[config.mk]
export PLATFORM = sky130hd
export DESIGN_NAME = iter_div_flat
export DESIGN_NICKNAME = d
export VERILOG_FILES = /design/src/rtl/div_pkg.sv /design/src/rtl/iter_div_if.sv /design/src/rtl/div_step.sv /design/src/rtl/iter_div.sv /design/src/flat_wrapper.sv
export SDC_FILE = /design/constraint.sdc
export NUM_CORES = 1
export LEC_CHECK = 0
export ABC_CLOCK_PERIOD_IN_PS = 6500
export CAP_MARGIN = 20
export CORE_UTILIZATION = 40
export DETAILED_ROUTE_END_ITERATION = 6
export PLACE_DENSITY = 0.58
export SLEW_MARGIN = 20
export SYNTH_ARGS = -nofsm -noshare
export SYNTH_HDL_FRONTEND = slang
export SYNTH_SLANG_ARGS = --single-unit
[constraint.sdc]
create_clock -name clock -period 6.5 [get_ports clock]
set_input_delay 1.3 -clock clock [delete_from_list [all_inputs] [get_ports clock]]
set_output_delay 1.3 -clock clock [all_outputs]
set_load 0.03 [all_outputs]
[src/rtl/div_pkg.sv]
// Shared definitions for the iterative divider: default datapath width and
// the controller state encoding.
package div_pkg;

    localparam int XLEN = 64;

    typedef enum logic [1:0] {
        IDLE = 2'd0,
        RUN  = 2'd1,
        DONE = 2'd2
    } div_state_t;

endpackage

[src/rtl/iter_div_if.sv]
// Request/result bundle for the iterative divider.
// Optional macro DIV_SIGNED_EN adds the is_signed request bit.
interface iter_div_if #(
    parameter int XLEN = 64
);
    logic            start;
    logic [XLEN-1:0] dividend;
    logic [XLEN-1:0] divisor;
`ifdef DIV_SIGNED_EN
    logic            is_signed;
`endif
    logic            busy;
    logic            done;
    logic [XLEN-1:0] quotient;
    logic [XLEN-1:0] remainder;

`ifdef DIV_SIGNED_EN
    modport master (output start, dividend, divisor, is_signed,
                    input  busy, done, quotient, remainder);
    modport slave  (input  start, dividend, divisor, is_signed,
                    output busy, done, quotient, remainder);
`else
    modport master (output start, dividend, divisor,
                    input  busy, done, quotient, remainder);
    modport slave  (input  start, dividend, divisor,
                    output busy, done, quotient, remainder);
`endif

endinterface

[src/rtl/div_step.sv]
// One combinational restoring-division step: shift in the next numerator bit,
// subtract the divisor when it fits. The compare is done one bit wider than
// the remainder so the shifted value never overflows.
module div_step #(
    parameter int XLEN = 64
) (
    input  logic [XLEN-1:0] rem_in,
    input  logic            num_bit,
    input  logic [XLEN-1:0] divisor,
    output logic [XLEN-1:0] rem_out,
    output logic            q_bit
);

    logic [XLEN:0] shifted;
    logic [XLEN:0] diff;
    logic          unused_bits;

    assign shifted = {rem_in, num_bit};
    assign diff    = shifted - {1'b0, divisor};
    assign q_bit   = (shifted >= {1'b0, divisor});
    // The restored remainder is always below 2^XLEN, so the top bit is dead.
    assign rem_out = q_bit ? diff[XLEN-1:0] : shifted[XLEN-1:0];
    assign unused_bits = diff[XLEN] ^ shifted[XLEN];

endmodule

[src/rtl/iter_div.sv]
// Iterative unsigned divider, BITS_PER_CYCLE quotient bits per clock, one
// operation in flight. Fixed latency: done after STEPS+1 edges from accept.
// Optional macro DIV_SIGNED_EN adds signed operation (magnitude divide with
// sign correction applied on the RUN->DONE edge).
module iter_div #(
    parameter int XLEN           = div_pkg::XLEN,
    parameter int BITS_PER_CYCLE = 2
) (
    input  logic      clock,
    input  logic      reset,
    iter_div_if.slave bus
);
    import div_pkg::*;

    localparam int STEPS = XLEN / BITS_PER_CYCLE;
    localparam int CNT_W = $clog2(STEPS);

    generate
        if (BITS_PER_CYCLE != 1 && BITS_PER_CYCLE != 2 && BITS_PER_CYCLE != 4) begin : g_bad_bpc
            $error("iter_div: BITS_PER_CYCLE must be 1, 2 or 4");
        end
    endgenerate

    div_state_t      state_q;
    logic [CNT_W-1:0] cnt_q;
    logic            last_q;
    logic            busy_q;
    logic            done_q;
    logic [XLEN-1:0] num_q;
    logic [XLEN-1:0] dvs_q;
    logic [XLEN-1:0] rem_q;
    logic [XLEN-1:0] quo_q;
    logic [XLEN-1:0] quotient_q;
    logic [XLEN-1:0] remainder_q;

    logic [XLEN-1:0] num_d;
    logic [XLEN-1:0] dvs_d;
    logic [XLEN-1:0] quo_fix_d;
    logic [XLEN-1:0] rem_fix_d;

`ifdef DIV_SIGNED_EN
    logic neg_n_q;
    logic neg_d_q;
    logic neg_n_d;
    logic neg_d_d;
`endif

    // Operand capture values: magnitudes when a signed divide is requested.
    always_comb begin
        num_d = bus.dividend;
        dvs_d = bus.divisor;
`ifdef DIV_SIGNED_EN
        neg_n_d = bus.is_signed & bus.dividend[XLEN-1];
        neg_d_d = bus.is_signed & bus.divisor[XLEN-1];
        if (neg_n_d) num_d = -bus.dividend;
        if (neg_d_d) dvs_d = -bus.divisor;
`endif
    end

    // Chained restoring steps, MSB of the remaining numerator first.
    logic [XLEN-1:0]           rem_chain [BITS_PER_CYCLE+1];
    logic [BITS_PER_CYCLE-1:0] q_bits;

    assign rem_chain[0] = rem_q;

    genvar gi;
    generate
        for (gi = 0; gi < BITS_PER_CYCLE; gi++) begin : g_step
            div_step #(.XLEN(XLEN)) u_step (
                .rem_in  (rem_chain[gi]),
                .num_bit (num_q[XLEN-1-gi]),
                .divisor (dvs_q),
                .rem_out (rem_chain[gi+1]),
                .q_bit   (q_bits[BITS_PER_CYCLE-1-gi])
            );
        end
    endgenerate

    // Final result; a zero divisor keeps the raw all-ones quotient.
    always_comb begin
        quo_fix_d = quo_q;
        rem_fix_d = rem_q;
`ifdef DIV_SIGNED_EN
        if ((neg_n_q ^ neg_d_q) && (dvs_q != '0)) quo_fix_d = -quo_q;
        if (neg_n_q) rem_fix_d = -rem_q;
`endif
    end

    // Controller and datapath registers; last_q marks that all steps are in.
    always_ff @(posedge clock or negedge reset) begin
        if (!reset) begin
            state_q     <= IDLE;
            cnt_q       <= '0;
            last_q      <= 1'b0;
            busy_q      <= 1'b0;
            done_q      <= 1'b0;
            num_q       <= '0;
            dvs_q       <= '0;
            rem_q       <= '0;
            quo_q       <= '0;
            quotient_q  <= '0;
            remainder_q <= '0;
`ifdef DIV_SIGNED_EN
            neg_n_q     <= 1'b0;
            neg_d_q     <= 1'b0;
`endif
        end else begin
            done_q <= 1'b0;
            case (state_q)
                IDLE, DONE: begin
                    if (bus.start) begin
                        state_q <= RUN;
                        busy_q  <= 1'b1;
                        num_q   <= num_d;
                        dvs_q   <= dvs_d;
                        rem_q   <= '0;
                        quo_q   <= '0;
                        cnt_q   <= CNT_W'(STEPS - 1);
                        last_q  <= 1'b0;
`ifdef DIV_SIGNED_EN
                        neg_n_q <= neg_n_d;
                        neg_d_q <= neg_d_d;
`endif
                    end else begin
                        state_q <= IDLE;
                    end
                end
                RUN: begin
                    if (last_q) begin
                        quotient_q  <= quo_fix_d;
                        remainder_q <= rem_fix_d;
                        state_q     <= DONE;
                        busy_q      <= 1'b0;
                        done_q      <= 1'b1;
                        last_q      <= 1'b0;
                    end else begin
                        rem_q <= rem_chain[BITS_PER_CYCLE];
                        quo_q <= {quo_q[XLEN-1-BITS_PER_CYCLE:0], q_bits};
                        num_q <= num_q << BITS_PER_CYCLE;
                        if (cnt_q == '0) begin
                            last_q <= 1'b1;
                        end else begin
                            cnt_q <= cnt_q - 1'b1;
                        end
                    end
                end
                default: begin
                    state_q <= IDLE;
                    busy_q  <= 1'b0;
                end
            endcase
        end
    end

    assign bus.busy      = busy_q;
    assign bus.done      = done_q;
    assign bus.quotient  = quotient_q;
    assign bus.remainder = remainder_q;

endmodule

[src/flat_wrapper.sv]
// flat-port wrapper written by rule: the top's interface ports become plain ports
module iter_div_flat import div_pkg::*;
#(
    parameter int XLEN           = div_pkg::XLEN,
    parameter int BITS_PER_CYCLE = 2
)
  (clock, reset, bus_start, bus_dividend, bus_divisor, bus_busy, bus_done, bus_quotient, bus_remainder);
  iter_div_if #(.XLEN(XLEN)) bus_i ();
  input  logic clock;
  input  logic reset;
  input wire logic [$bits(bus_i.start)-1:0] bus_start;
  input wire logic [$bits(bus_i.dividend)-1:0] bus_dividend;
  input wire logic [$bits(bus_i.divisor)-1:0] bus_divisor;
  output wire logic [$bits(bus_i.busy)-1:0] bus_busy;
  output wire logic [$bits(bus_i.done)-1:0] bus_done;
  output wire logic [$bits(bus_i.quotient)-1:0] bus_quotient;
  output wire logic [$bits(bus_i.remainder)-1:0] bus_remainder;
  assign bus_i.start = bus_start;
  assign bus_i.dividend = bus_dividend;
  assign bus_i.divisor = bus_divisor;
  assign bus_busy = bus_i.busy;
  assign bus_done = bus_i.done;
  assign bus_quotient = bus_i.quotient;
  assign bus_remainder = bus_i.remainder;
  iter_div #(.XLEN(XLEN), .BITS_PER_CYCLE(BITS_PER_CYCLE)) u_core (.clock(clock), .reset(reset), .bus(bus_i));
endmodule
======== Word level (Yosys, flattened, before mapping) ========
Index checks and enable logic that the tools add are counted.
W data, S select, Z words.
word-level totals
  input bits .............................. 131
  register bits after elaboration ......... 394
operators by class
  order comparisons ....................... 2
  add/sub/neg operators ................... 3
  reduce and logical (&&, ||, !) cells .... 10
  eq/ne operators ......................... 6
  mux-type cells .......................... 26
operators with widths
  operator               number
  $mux W64               7
  $pmux W64 S2           3
  $ge A65 B64 Y1         2
  $sub A64 B64 Y64       2
  $mux W5                3
  $pmux W5 S2            1
  $mux W1                8
  $reduce_and A2 Y1      4
  $ne A2 B2 Y1 const B   3
  $logic_not A5 Y1       1
  $sub A5 B1 Y5 const B  1
  $pmux W1 S2            2
  $pmux W2 S2            1
  $reduce_and A4 Y1      1
  $reduce_and A3 Y1      1
  $eq A2 B1 Y1 const B   1
  $eq A2 B2 Y1 const B   1
  $logic_not A2 Y1       1
  $mux W2                1
  $ne A2 B1 Y1 const B   1
  $reduce_bool A2 Y1     1
  $reduce_or A2 Y1       1

======== Depth between registers and ports, before layout ========
  depth after elaboration ................. 6
  depth in mapped cells ................... 30
  depth with buffers taken out ............ 26

======== Cells and area by module ========
A second synthesis with hierarchy kept.
second synthesis, totals
  cell total of the unflattened synthesis .. 2989
  area total of the unflattened synthesis .. 25622.1 µm²
by module, submodules not included
  module                              seq. area each (µm²)  cells each  times used  area each (µm²)
  iter_div                            9859.5                1511        1           15909.0
  div_step (u_core.g_step[0].u_step)  0.0                   721         1           4921.0
  div_step (u_core.g_step[1].u_step)  0.0                   757         1           4792.1

======== Worst setup path before layout ========
Ideal clock, no wire load.
  path type ............................... register -> register
  start ................................... register u_core.rem_q[3] (netlist: u_core.rem_fix_d[3])
  end ..................................... register u_core.rem_q[62] (netlist: u_core.rem_fix_d[62])
  required time ........................... 6379 ps
  path buffers ............................ 5
  data arrival time ....................... 6004 ps
  clock period less this slack ............ 6125 ps
  library setup time ...................... 121 ps
  stages on the path, launching flop included .. 28
  slack ................................... 375 ps
  cell sequence ........................... dfrtp_1 > ha_1 > nand2_2 > a211oi_4 > o211ai_2 > a21oi_2 > o22ai_2 > o41ai_4 > a41o_1 > buf_1 > clkbuf_1 > nor2_1 > a21oi_1 > ha_1 > clkbuf_1 > a21o_1 > a21o_1 > a21o_1 > a211oi_1 > o221ai_1 > a31oi_1 > o21ai_1 > a221o_1 > or2_1 > buf_2 > buf_6 > a211o_1 > a22o_1
between the ends
  word-level cells in the longest chain between the ends .. 6
RTL lines
  what                                                       line                            source
  start: declaration                                         iter_div.sv:31                  logic [XLEN-1:0] rem_q;
  start signal: assignment                                   iter_div.sv:137                 rem_q <= rem_chain[BITS_PER_CYCLE];
  $sub A64 B64 Y64 / $ge A65 B64 Y1 (equally long branches)  div_step.sv:19, div_step.sv:20
  $mux W64 *                                                 div_step.sv:22                  assign rem_out = q_bit ? diff[XLEN-1:0] : shifted[XLEN-1:0];
  $sub A64 B64 Y64 / $ge A65 B64 Y1 (equally long branches)  div_step.sv:19, div_step.sv:20
  $mux W64 *                                                 div_step.sv:22
  $mux W64 *                                                 iter_div.sv:129                 if (last_q) begin
  $pmux W64 S2 *                                             iter_div.sv:109                 case (state_q)
Every way passes the cells marked *; elsewhere a longest branch is shown, timed or not. The select of a mux whose other input is x is not followed.
A chain may end at the register's enable or synchronous reset.

======== Worst setup path after layout ========
  start ................................... register u_core.rem_q[16] (netlist: u_core.rem_fix_d[16])
  end ..................................... register u_core.rem_q[60] (netlist: u_core.rem_fix_d[60])
The elaborated chain is that of the path after synthesis.

==> metrics.csv <==
metric;value;unit
post-synth top area share;0.407;
area leader, netlist;dfrtp_1;
maxcap violations;0;
Mapped Cells;2764;
YS warnings;0;
H-Tree Depth;2;
first-pass GRT wire length;128;mm
combinational family with the most area after synthesis;compound AO/OA/AOI/OAI gates;
status;finished clean;
pin count of the biggest net entering global routing;144;
vias per std cell;5.43;
Clock Path Buffers;3;
Synth Area in XOR/XNOR;0.0426;
vias in the first global route;22900;
total inserted antenna cells;0;
drc violations;0;
EDFF count, synth;0;
drt first-iter violations;1577;
period utilization;0.966;
Peak Freq;0.159;GHz
routability cong.;0.918;
WL final;83.2;mm
Fill cells;5548;
Max Transition Viols Final;0;
Fin Setup TNS;0;ns
Synth Area in Simple Gates;0.167;
post-synthesis mux area share;0.0882;
CP required;6.99;ns
port bufs;260;
worst hold path class;reg2reg;
skew final;0.0374;ns
post-synth cell types;80;
Critical Path End Type;register;
Die X;248;um
Clk Tree Root Cell;clkbuf_16;
DP Wirelength;62.2;mm
worst-path maximum fanout;16;
Mapped Nets;3027;
Worst Tran Pin Value;1.06;ns
floorplan die height;248;um
CTS Sinks;394;
Initial Utilization;0.408;
# setup viols final;0;
Seq. cell area;9860;sq um
wire length per cell;19.9;um
area of the multi-input gates;13700;sq um
ANT nets after route;0;
Synth Area per Inst;8.77;sq um
Die Footprint;61600;sq um
Num CTS Buffers;47;
critical path class;reg2reg;
remaining global-route overflow;0;
gr usage total;0.267;
io pins;261;
Reg clk slew, reported paths;0.06;ns
post-synthesis compound-gate area fraction;0.183;
Tmin final;6.28;ns
FF+latch count, synth;394;
critical path launch point type;register;
initial antenna violation count;1;
Critical Path AT;6.77;ns
Post-Synth Adder-Cell Area;0.0687;
vias after detailed routing;22700;
Clock Latency Late Sink;0.63;ns
final hold vios;0;
Synth-to-Final Area Change;34.8;%
sequential fraction of the synthesis area;0.407;
share of layout cells above drive strength 1;0.224;
synth top area cells;dfrtp_1 (41%), nand2_1 (7.5%), mux2_2 (6.8%);
Synth Flop Type;dfrtp_1;
asr flop ratio synth;1.00;
Pre-Repair DR Iteration Count;5;
Site Rows;89;
Nets;3629;
Placeable Area;59500;sq um
CTS tree;built;
Slew HR;0.291;
post-synthesis cell area;24300;sq um
## repair_timing
item                                   CTS  global route
endpoints found under the hold margin    0             0
setup endpoints to repair               65            65
hold buffers                             0             0
pin swaps                                1            26
cloned                                   0             3
buffers inserted                         0            12
gates resized for setup                  4            63
## area by class of cell
cell class | count | share of cell area
multi-input cells | 2102 | 0.418
flip-flops and latches | 394 | 0.302
repair buffers | 714 | 0.188
clock buffers | 65 | 0.0411
well taps | 773 | 0.0296
inverters | 107 | 0.0123
clock inverters | 21 | 0.00872
## sequential cells by signal (all words and copies together), names as in the netlist, 2 cells and up
name / count
u_core.dvs_q: 64
u_core.num_q: 64
u_core.cnt_q: 5
u_core.state_q: 2
u_core.quo_fix_d: 64
u_core.bus.remainder: 64
u_core.bus.quotient: 64
u_core.rem_fix_d: 64
## worst max-delay path: stages, from the launching register on
cell and delay [ns]:
dfrtp_2 0.46, ha_4 0.30, nand4_1 0.18, nor3_4 0.28
nand4_1 0.19, a21oi_4 0.28, o22ai_4 0.17, o41ai_4 0.34
buf_4 0.19, a41o_4 0.27, buf_12 0.18, mux2_2 0.37
ha_2 0.40, inv_1 0.05, or4_1 0.61, buf_4 0.18
a22o_1 0.24, or2_2 0.31, o2111ai_1 0.37, nand3_1 0.14
a21oi_1 0.20, buf_4 0.15, xnor2_1 0.16, o21ai_1 0.11
## synthesized netlist by cell type, types with 29 or more instances
master    count
a21o_1       71
nand4_1      33
nand2_1     484
dfrtp_1     394
o21ai_1      47
a31oi_1      90
mux2i_1      45
nor3_1       30
clkbuf_1    131
inv_1       105
a21oi_1     207
o21ai_0     155
ha_1        130
xnor2_1      71
nor2_1      180
nand3_1     116
o21bai_1     29
mux2_2      147
xor2_1       47
## through the flow
step,std cells,utilization,cell area [sq um],hold slack (ns),worst slack [ns]
detailed placement,4075,0.515,30600,0.476,-0.271
finish,4176,0.550,32700,0.485,0.220
global route,4176,0.550,32700,0.511,-0.0532
CTS,4161,0.543,32300,0.492,0.0180
global placement,4075,0.515,30600,0.466,-0.237
floorplan,2764,-,24300,0.457,0.375
## layout by cell type (no fill, tap or decap), types with 6 or more instances in the layout
cell type,instances
o21a_1,12
a22o_1,8
a21o_1,71
clkbuf_8,10
mux2_2,147
buf_4,441
a21oi_2,12
xor2_1,47
a31oi_2,6
a211oi_1,10
clkbuf_16,49
o21bai_1,29
dfrtp_1,391
nor3_1,29
mux2i_1,44
o21ai_1,49
ha_2,6
and3_1,20
a31oi_1,85
o31a_1,6
nand4_1,33
nor2_1,176
nand2b_1,9
o21ai_0,152
nand2_1,482
clkbuf_1,8
o211ai_1,14
a21oi_1,194
nor2b_1,15
clkdlybuf4s50_1,259
clkinv_2,9
and2_1,11
ha_1,119
nand3_1,115
xnor2_1,71
inv_1,105
a221o_1,8
buf_12,7
## worst paths after layout
check	start	endpoint	slack, ns	cells after the start
worst max-delay path	u_core.rem_fix_d[16]	u_core.rem_fix_d[60]	0.22	23
min in group asynchronous	reset	u_core.bus.remainder[27]	0.64	1
worst min-delay path	u_core.bus.remainder[57]	u_core.bus.remainder[57]	0.49	2
worst min register to register	u_core.bus.remainder[57]	u_core.bus.remainder[57]	0.49	2
max in group asynchronous	reset	u_core.num_q[1]	4.60	2
worst max register to register	u_core.rem_fix_d[16]	u_core.rem_fix_d[60]	0.22	23
## cells by family after synthesis
family,count (synthesis)
DFF,394
and+or+nand+nor,939
xor gates and xnor gates,118
buffers and inverters,269
adders and majority gates,132
AOI/OAI and AO/OA,717
muxes,195
## routing by layer
metal  up-vias  track usage  routed length (um)
li1      10900            -                   -
met1     11000        0.358               37400
met4         2       0.0893                2660
met3       128       0.0484                4610
met2       610        0.434               38600
met5         -            0                  12
Power is left out: the tool's default activity adds up to more than one toggle a clock period on the data nets, which glitch-free logic cannot reach.
